### config.mk
export PLATFORM = sky130hd
export DESIGN_NAME = imem_loader_flat
export DESIGN_NICKNAME = d
export VERILOG_FILES = /design/src/rtl/imem_loader_if.sv /design/src/rtl/imem_loader.sv /design/src/flat_wrapper.sv
export SDC_FILE = /design/constraint.sdc
export NUM_CORES = 1
export LEC_CHECK = 0
export ABC_AREA = 0
export CAP_MARGIN = 25
export CORE_UTILIZATION = 36
export DETAILED_ROUTE_END_ITERATION = 12
export GPL_TIMING_DRIVEN = 1
export PLACE_DENSITY_LB_ADDON = 0.05
export SETUP_SLACK_MARGIN = 0.1
export SLEW_MARGIN = 30
export SYNTH_ARGS = -nofsm -noshare
export SYNTH_HDL_FRONTEND = slang
export SYNTH_SLANG_ARGS = --single-unit
### constraint.sdc
create_clock -name clk -period 3.65 [get_ports clk]
set_input_delay 0.9125 -clock clk [delete_from_list [all_inputs] [get_ports clk]]
set_output_delay 0.9125 -clock clk [all_outputs]
set_load 0.01 [all_outputs]
### src/rtl/imem_loader_if.sv
// -----------------------------------------------------------------------------
// imem_loader_if
//   Bundles the host byte link and the instruction-memory write port seen by
//   the program loader.
//
//   Signals
//     rx_data   [7:0]            incoming byte from the host link
//     rx_valid                   rx_data is valid
//     rx_ready                   loader accepts the byte this cycle
//     wr_en                      instruction memory write strobe
//     wr_addr   [ADDR_WIDTH-1:0] instruction memory word address
//     wr_data   [15:0]           instruction word to write
//
//   Modports
//     master : the loader (drives rx_ready and the memory write port)
//     slave  : the environment (host byte source plus instruction memory)
// -----------------------------------------------------------------------------
interface imem_loader_if #(
  parameter int ADDR_WIDTH = 10
);

  logic [7:0]            rx_data;
  logic                  rx_valid;
  logic                  rx_ready;
  logic                  wr_en;
  logic [ADDR_WIDTH-1:0] wr_addr;
  logic [15:0]           wr_data;

  modport master (
    input  rx_data,
    input  rx_valid,
    output rx_ready,
    output wr_en,
    output wr_addr,
    output wr_data
  );

  modport slave (
    output rx_data,
    output rx_valid,
    input  rx_ready,
    input  wr_en,
    input  wr_addr,
    input  wr_data
  );

endinterface

### src/rtl/imem_loader.sv
// -----------------------------------------------------------------------------
// imem_loader
//   Byte-stream program loader. Receives a framed program image from a host
//   byte link and writes it word by word into the CPU's 16-bit instruction
//   memory, holding the CPU in reset until a complete image has landed.
//
//   Frame: 0xA5, CNT_HI, CNT_LO, N words (high byte first),
//          [checksum byte when IMEM_LOADER_CHECKSUM_EN is defined]
//
//   Parameters
//     ADDR_WIDTH      word-address width of the instruction memory
//     TIMEOUT_CYCLES  idle cycles tolerated mid-frame before aborting
//
//   Ports
//     clk           system clock
//     reset         asynchronous, active-low reset
//     bus           imem_loader_if.master: rx byte handshake + memory write
//     cpu_hold      CPU reset request, high while no valid image is loaded
//     done          image loaded successfully
//     error         frame aborted (sticky until the next SYNC byte)
//     words_loaded  words written in the current frame
//
//   Optional feature
//     IMEM_LOADER_CHECKSUM_EN  when defined, a trailing byte must equal the
//                              XOR of all 2N data bytes for the frame to
//                              complete; otherwise the frame ends in error.
// -----------------------------------------------------------------------------
module imem_loader #(
  parameter int ADDR_WIDTH     = 10,
  parameter int TIMEOUT_CYCLES = 1024
) (
  input  logic                  clk,
  input  logic                  reset,
  imem_loader_if.master         bus,
  output logic                  cpu_hold,
  output logic                  done,
  output logic                  error,
  output logic [ADDR_WIDTH:0]   words_loaded
);

  localparam int              DEPTH     = 1 << ADDR_WIDTH;
  localparam int              TMO_W     = $clog2(TIMEOUT_CYCLES + 1);
  localparam logic [7:0]      SYNC_BYTE = 8'hA5;
  localparam logic [ADDR_WIDTH:0]   WORD_ONE = (ADDR_WIDTH+1)'(1);
  localparam logic [ADDR_WIDTH-1:0] ADDR_ONE = ADDR_WIDTH'(1);
  localparam logic [TMO_W-1:0]      TMO_ONE  = TMO_W'(1);
  localparam logic [TMO_W-1:0]      TMO_LAST = TMO_W'(TIMEOUT_CYCLES - 1);

  typedef enum logic [3:0] {
    S_IDLE,
    S_CNT_HI,
    S_CNT_LO,
    S_DATA_HI,
    S_DATA_LO,
    S_WRITE,
`ifdef IMEM_LOADER_CHECKSUM_EN
    S_CHK,
`endif
    S_DONE,
    S_ERR
  } state_t;

  state_t                state;
  logic [7:0]            cnt_hi_byte;
  logic [7:0]            data_hi_byte;
  logic [ADDR_WIDTH:0]   frame_len;
  logic [TMO_W-1:0]      tmo_cnt;
`ifdef IMEM_LOADER_CHECKSUM_EN
  logic [7:0]            chk_xor;
`endif

  logic                  accept;
  logic                  waiting_state;
  logic                  sync_seen;
  logic                  is_data_state;
  logic [16:0]           frame_n;
  logic                  count_ok;
  logic                  last_word;

  assign accept = bus.rx_valid && bus.rx_ready;

  // Frame-parsing states that can stall waiting on the host; only these
  // advance the timeout counter.
  always_comb begin
    waiting_state = 1'b0;
    case (state)
      S_CNT_HI, S_CNT_LO, S_DATA_HI, S_DATA_LO: waiting_state = 1'b1;
`ifdef IMEM_LOADER_CHECKSUM_EN
      S_CHK:                                    waiting_state = 1'b1;
`endif
      default:                                  waiting_state = 1'b0;
    endcase
  end

  assign sync_seen     = accept && (bus.rx_data == SYNC_BYTE) &&
                         ((state == S_IDLE) || (state == S_DONE) || (state == S_ERR));
  assign is_data_state = (state == S_DATA_HI) || (state == S_DATA_LO);

  // Word count from the header, widened so counts above DEPTH are visible.
  assign frame_n   = {1'b0, cnt_hi_byte, bus.rx_data};
  assign count_ok  = (frame_n != 17'd0) && (frame_n <= 17'(DEPTH));
  assign last_word = ((words_loaded + WORD_ONE) == frame_len);

  // Byte latches for the header and the pending word. They are only read
  // after being written within the same frame, so they carry no reset.
  always_ff @(posedge clk) begin
    if (accept && (state == S_CNT_HI)) begin
      cnt_hi_byte <= bus.rx_data;
    end
    if (accept && (state == S_DATA_HI)) begin
      data_hi_byte <= bus.rx_data;
    end
`ifdef IMEM_LOADER_CHECKSUM_EN
    if (sync_seen) begin
      chk_xor <= 8'h00;
    end else if (accept && is_data_state) begin
      chk_xor <= chk_xor ^ bus.rx_data;
    end
`endif
  end

  // Main control FSM; every output is registered here.
  always_ff @(posedge clk or negedge reset) begin
    if (!reset) begin
      state        <= S_IDLE;
      bus.rx_ready <= 1'b0;
      bus.wr_en    <= 1'b0;
      bus.wr_addr  <= '0;
      bus.wr_data  <= '0;
      cpu_hold     <= 1'b1;
      done         <= 1'b0;
      error        <= 1'b0;
      words_loaded <= '0;
      frame_len    <= '0;
      tmo_cnt      <= '0;
    end else begin
      bus.wr_en    <= 1'b0;
      bus.rx_ready <= 1'b1;

      // Idle cycles count up while a frame is open; any accepted byte
      // restarts the window.
      if (waiting_state && !accept) begin
        tmo_cnt <= tmo_cnt + TMO_ONE;
      end else begin
        tmo_cnt <= '0;
      end

      if (waiting_state && !accept && (tmo_cnt == TMO_LAST)) begin
        state    <= S_ERR;
        error    <= 1'b1;
        done     <= 1'b0;
        cpu_hold <= 1'b1;
        tmo_cnt  <= '0;
      end else begin
        case (state)
          S_IDLE, S_DONE, S_ERR: begin
            // Anything but SYNC is dropped; SYNC restarts a frame and puts
            // the CPU back in reset even after a successful load.
            if (sync_seen) begin
              state        <= S_CNT_HI;
              cpu_hold     <= 1'b1;
              done         <= 1'b0;
              error        <= 1'b0;
              words_loaded <= '0;
              bus.wr_addr  <= '0;
            end
          end

          S_CNT_HI: begin
            if (accept) begin
              state <= S_CNT_LO;
            end
          end

          S_CNT_LO: begin
            if (accept) begin
              if (count_ok) begin
                frame_len <= frame_n[ADDR_WIDTH:0];
                state     <= S_DATA_HI;
              end else begin
                state    <= S_ERR;
                error    <= 1'b1;
                cpu_hold <= 1'b1;
              end
            end
          end

          S_DATA_HI: begin
            if (accept) begin
              state <= S_DATA_LO;
            end
          end

          S_DATA_LO: begin
            // Issue the write one cycle after the low byte; the link is
            // stalled for exactly that cycle.
            if (accept) begin
              bus.wr_en    <= 1'b1;
              bus.wr_data  <= {data_hi_byte, bus.rx_data};
              bus.rx_ready <= 1'b0;
              state        <= S_WRITE;
            end
          end

          S_WRITE: begin
            // The count check bounds N to DEPTH, so the address can only
            // wrap after the very last word, where it is no longer used.
            bus.wr_addr  <= bus.wr_addr + ADDR_ONE;
            words_loaded <= words_loaded + WORD_ONE;
            if (last_word) begin
`ifdef IMEM_LOADER_CHECKSUM_EN
              state <= S_CHK;
`else
              state    <= S_DONE;
              done     <= 1'b1;
              cpu_hold <= 1'b0;
`endif
            end else begin
              state <= S_DATA_HI;
            end
          end

`ifdef IMEM_LOADER_CHECKSUM_EN
          S_CHK: begin
            if (accept) begin
              if (bus.rx_data == chk_xor) begin
                state    <= S_DONE;
                done     <= 1'b1;
                cpu_hold <= 1'b0;
              end else begin
                state    <= S_ERR;
                error    <= 1'b1;
                cpu_hold <= 1'b1;
              end
            end
          end
`endif

          default: begin
            state    <= S_ERR;
            error    <= 1'b1;
            cpu_hold <= 1'b1;
          end
        endcase
      end
    end
  end

endmodule

### src/flat_wrapper.sv
// flat-port wrapper written by rule: the top's interface ports become plain ports
module imem_loader_flat 
#(
  parameter int ADDR_WIDTH     = 10,
  parameter int TIMEOUT_CYCLES = 1024
)
  (clk, reset, cpu_hold, done, error, words_loaded, bus_rx_data, bus_rx_valid, bus_rx_ready, bus_wr_en, bus_wr_addr, bus_wr_data);
  imem_loader_if #(.ADDR_WIDTH(ADDR_WIDTH)) bus_i ();
  input  logic clk;
  input  logic reset;
  output logic cpu_hold;
  output logic done;
  output logic error;
  output logic [ADDR_WIDTH:0] words_loaded;
  input wire logic [$bits(bus_i.rx_data)-1:0] bus_rx_data;
  input wire logic [$bits(bus_i.rx_valid)-1:0] bus_rx_valid;
  output wire logic [$bits(bus_i.rx_ready)-1:0] bus_rx_ready;
  output wire logic [$bits(bus_i.wr_en)-1:0] bus_wr_en;
  output wire logic [$bits(bus_i.wr_addr)-1:0] bus_wr_addr;
  output wire logic [$bits(bus_i.wr_data)-1:0] bus_wr_data;
  assign bus_i.rx_data = bus_rx_data;
  assign bus_i.rx_valid = bus_rx_valid;
  assign bus_rx_ready = bus_i.rx_ready;
  assign bus_wr_en = bus_i.wr_en;
  assign bus_wr_addr = bus_i.wr_addr;
  assign bus_wr_data = bus_i.wr_data;
  imem_loader #(.ADDR_WIDTH(ADDR_WIDTH), .TIMEOUT_CYCLES(TIMEOUT_CYCLES)) u_core (.clk(clk), .reset(reset), .bus(bus_i), .cpu_hold(cpu_hold), .done(done), .error(error), .words_loaded(words_loaded));
endmodule
==> results.json <==
{
  "combPwrFrac_pct": 34.0,
  "diodes": 0,
  "routed_wire_length_per_instance_microns": 15.5,
  "post_cts_buffers": 0,
  "io_pins": 53,
  "setup_tns_ns": 0,
  "timing.fmax_ghz": 0.332,
  "critPathRequiredTime_ns": 3.89,
  "hold_violations": 0,
  "synthMuxAreaShare_pct": 8.35,
  "power.total_mw": 3.06,
  "tritoncts": "done",
  "vias": 2928,
  "synth-main-ff-cell": "dfrtp_1",
  "max_cap_violations": 0,
  "endpoint_kind": "flop",
  "core.rowCount": 38,
  "clk_path_buf_depth": 2,
  "grt_setup_unrepaired": "false",
  "synth-simple-area-share_pct": 15.9,
  "gr-total-overflow": 0,
  "synthesis.nets": 378,
  "synth_top_family_by_area": "simple AND/OR/NAND/NOR gates",
  "yosys.area_share.adder_pct": 0.935,
  "maxSlewViolCount": 0,
  "clk_latency_ns": 0.36,
  "ys.warnings.count": 0,
  "die-area_sq_mm": 0.0116,
  "synth_compound_area_share_pct": 11.2,
  "power_density_mw_per_mm2": 635,
  "cts_made_buffers": 9,
  "gp_congestion": 0.778,
  "dp_hpwl_mm": 5.81,
  "wirelength_mm": 8.71,
  "finalClockSkew_ns": 0.0110,
  "yosysSeqAreaShare_pct": 53.8,
  "synth_edf_count": 16,
  "switching_share_pct": 34.4,
  "power_frac_seq_pct": 44.6,
  "synth_largest_area_cell": "dfrtp_1",
  "multi_input_area_sq_mm": 0.00167,
  "route.detailed.drc": 0,
  "nets": 432,
  "drive_gt1_share_pct": 14.9,
  "clockRootBuffer": "clkbuf_8",
  "period_share_pct": 82.5,
  "synth-seq-cells": 83,
  "post-route-min-period_ns": 3.01,
  "hold_class": "flop to flop",
  "p_leak_nw": 1.98,
  "first_pass_iters": 6,
  "worstSetupPathType": "flop to flop",
  "outcome": "finished clean",
  "area_growth_pct": 20.0,
  "setup_viol": 0,
  "clock-sinks": 83,
  "grt_pass1_wl_mm": 14.2,
  "worstPathMaxFanout": 8,
  "clk_pin_slew_ns": 0.08,
  "syn_area_sq_mm": 0.00401,
  "drt_iter0_drc": 162,
  "ys_types": 57,
  "grt_max_degree": 68,
  "relSlewSlack_pct": 48.6,
  "regArea_sq_mm": 0.00216,
  "synthTopCellsByCount": "dfrtp_1, nor2_1, o21ai_0",
  "post-synth-top-count-cell": "dfrtp_1",
  "portBuffers": 52,
  "antenna_found_initial": 0,
  "die_h_microns": 108,
  "p_clk_share_pct": 21.4,
  "syn_avg_cell_area_sq_um": 11.0,
  "p_int_mw": 2.01,
  "track_usage_pct": 16.0,
  "core-area_sq_mm": 0.0108,
  "vdd_drop_max_uv": 273,
  "cp.arrival_ns": 3.25,
  "cp-start-kind": "flop",
  "yosys.area_share.xor_xnor_pct": 5.02,
  "vias_per_cell": 5.20,
  "htreeDepth": 3,
  "die_w_microns": 108,
  "fillers": 1027,
  "async_flop_share_pct": 80.7,
  "syn_inst": 364,
  "yosys.area.top_type_share_pct": 41.1,
  "grt_pass1_vias": 2770,
  "synth.area.top_cells": "dfrtp_1, edfxtp_1, mux2_2",
  "p_sw_mw": 1.05,
  "hold_buffers": 0,
  "ant_nets": 0,
  "max_slew.worst_pin.slew_ns": 0.771,
  "cts_resized": 0,
  "start_util_pct": 37.0
}
==> layout by cell type (no fill, tap or decap), drive strengths merged, types with 5 or more instances in the layout <==
cell type / instances
a21oi: 12
inv: 10
o22ai: 5
clkdlybuf4s50: 51
xor2: 11
and3: 9
edfxtp: 16
xnor2: 12
nand3: 18
buf: 9
nor2: 33
dfrtp: 66
clkbuf: 11
mux2: 28
nor3: 6
nor4: 7
nand4: 7
or3: 5
nand2: 28
o21ai: 32
==> metal layers <==
layer	GRT usage, %	share of wire [%]
met5	0	0
met2	23.9	46
met3	4.12	3.6
met4	6.16	1.6
met1	22.2	49
==> kinds of logic after synthesis <==
group | Yosys count
compound gates | 72
xor+xnor | 23
fa+ha+maj | 3
buf+inv | 27
flops | 83
mux | 30
simple gates | 126
==> per-stage QoR <==
| stage | hold WS, ns | setup WS [ns] | instance area (sq um) | instances | utilization (%) |
|---|---|---|---|---|---|
| 2_1_floorplan | 0.454 | 0.724 | 4010 | 364 | - |
| 4_1_cts | 0.483 | 0.625 | 4810 | 563 | 44.4 |
| 6_report | 0.478 | 0.638 | 4820 | 563 | 44.4 |
| 3_5_place_dp | 0.464 | 0.392 | 4620 | 547 | 42.6 |
| 3_3_place_gp | 0.460 | 0.358 | 4620 | 547 | 42.6 |
| 5_1_grt | 0.489 | 0.525 | 4820 | 563 | 44.4 |
==> registers in the layout (all words and copies together), names as in the netlist, 3 cells and up <==
signal,flops
u_core.bus.wr_addr,10
u_core.bus.wr_data,16
u_core.cnt_hi_byte,8
u_core.data_hi_byte,8
u_core.frame_len,11
u_core.state,3
u_core.tmo_cnt,11
u_core.words_loaded,11
==> cell type report <==
cell class	instances	share of cell area, %
clock buffers	11	2.73
well taps	140	3.64
multi-input cells	254	34.7
repair buffers	60	12.0
inverters	10	0.779
flip-flops and latches	83	44.8
clock inverters	5	1.33
==> power by group through the flow <==
stage               clock network [mW]  registers (mW)  logic (mW)
detailed placement                   0            1.38        1.04
finish                           0.655            1.36        1.04
global placement                     0            1.38        1.05
floorplan                            0            1.36       0.632
CTS                              0.691            1.36        1.05
global route                     0.715            1.40        1.13
==> worst max-delay path, stage by stage (launching register included) <==
cell and delay (ns):
dfrtp_1 0.51, ha_1 0.37, or3b_1 0.41, a211oi_2 0.23, o32ai_1 0.11, or4_4 0.57
or3_4 0.41, o32a_1 0.29
==> worst paths after layout <==
path / startpoint / endpoint / slack [ns] / depth (start not counted)
max in group asynchronous: reset / u_core.state[2]$_DFFE_PN0P_ / 2.57 / 2
worst min register to register: u_core.data_hi_byte[2]$_DFFE_PP_ / u_core.bus.wr_data[10]$_DFFE_PN0P_ / 0.48 / 1
worst max-delay path: u_core.words_loaded[0]$_DFFE_PN0P_ / u_core.state[0]$_DFFE_PN0P_ / 0.64 / 7
worst min-delay path: u_core.data_hi_byte[2]$_DFFE_PP_ / u_core.bus.wr_data[10]$_DFFE_PN0P_ / 0.48 / 1
worst max register to register: u_core.words_loaded[0]$_DFFE_PN0P_ / u_core.state[0]$_DFFE_PN0P_ / 0.64 / 7
min in group asynchronous: reset / u_core.bus.wr_en$_DFF_PN0_ / 0.65 / 2
No activity file was read; power rests on OpenSTA's default activity.
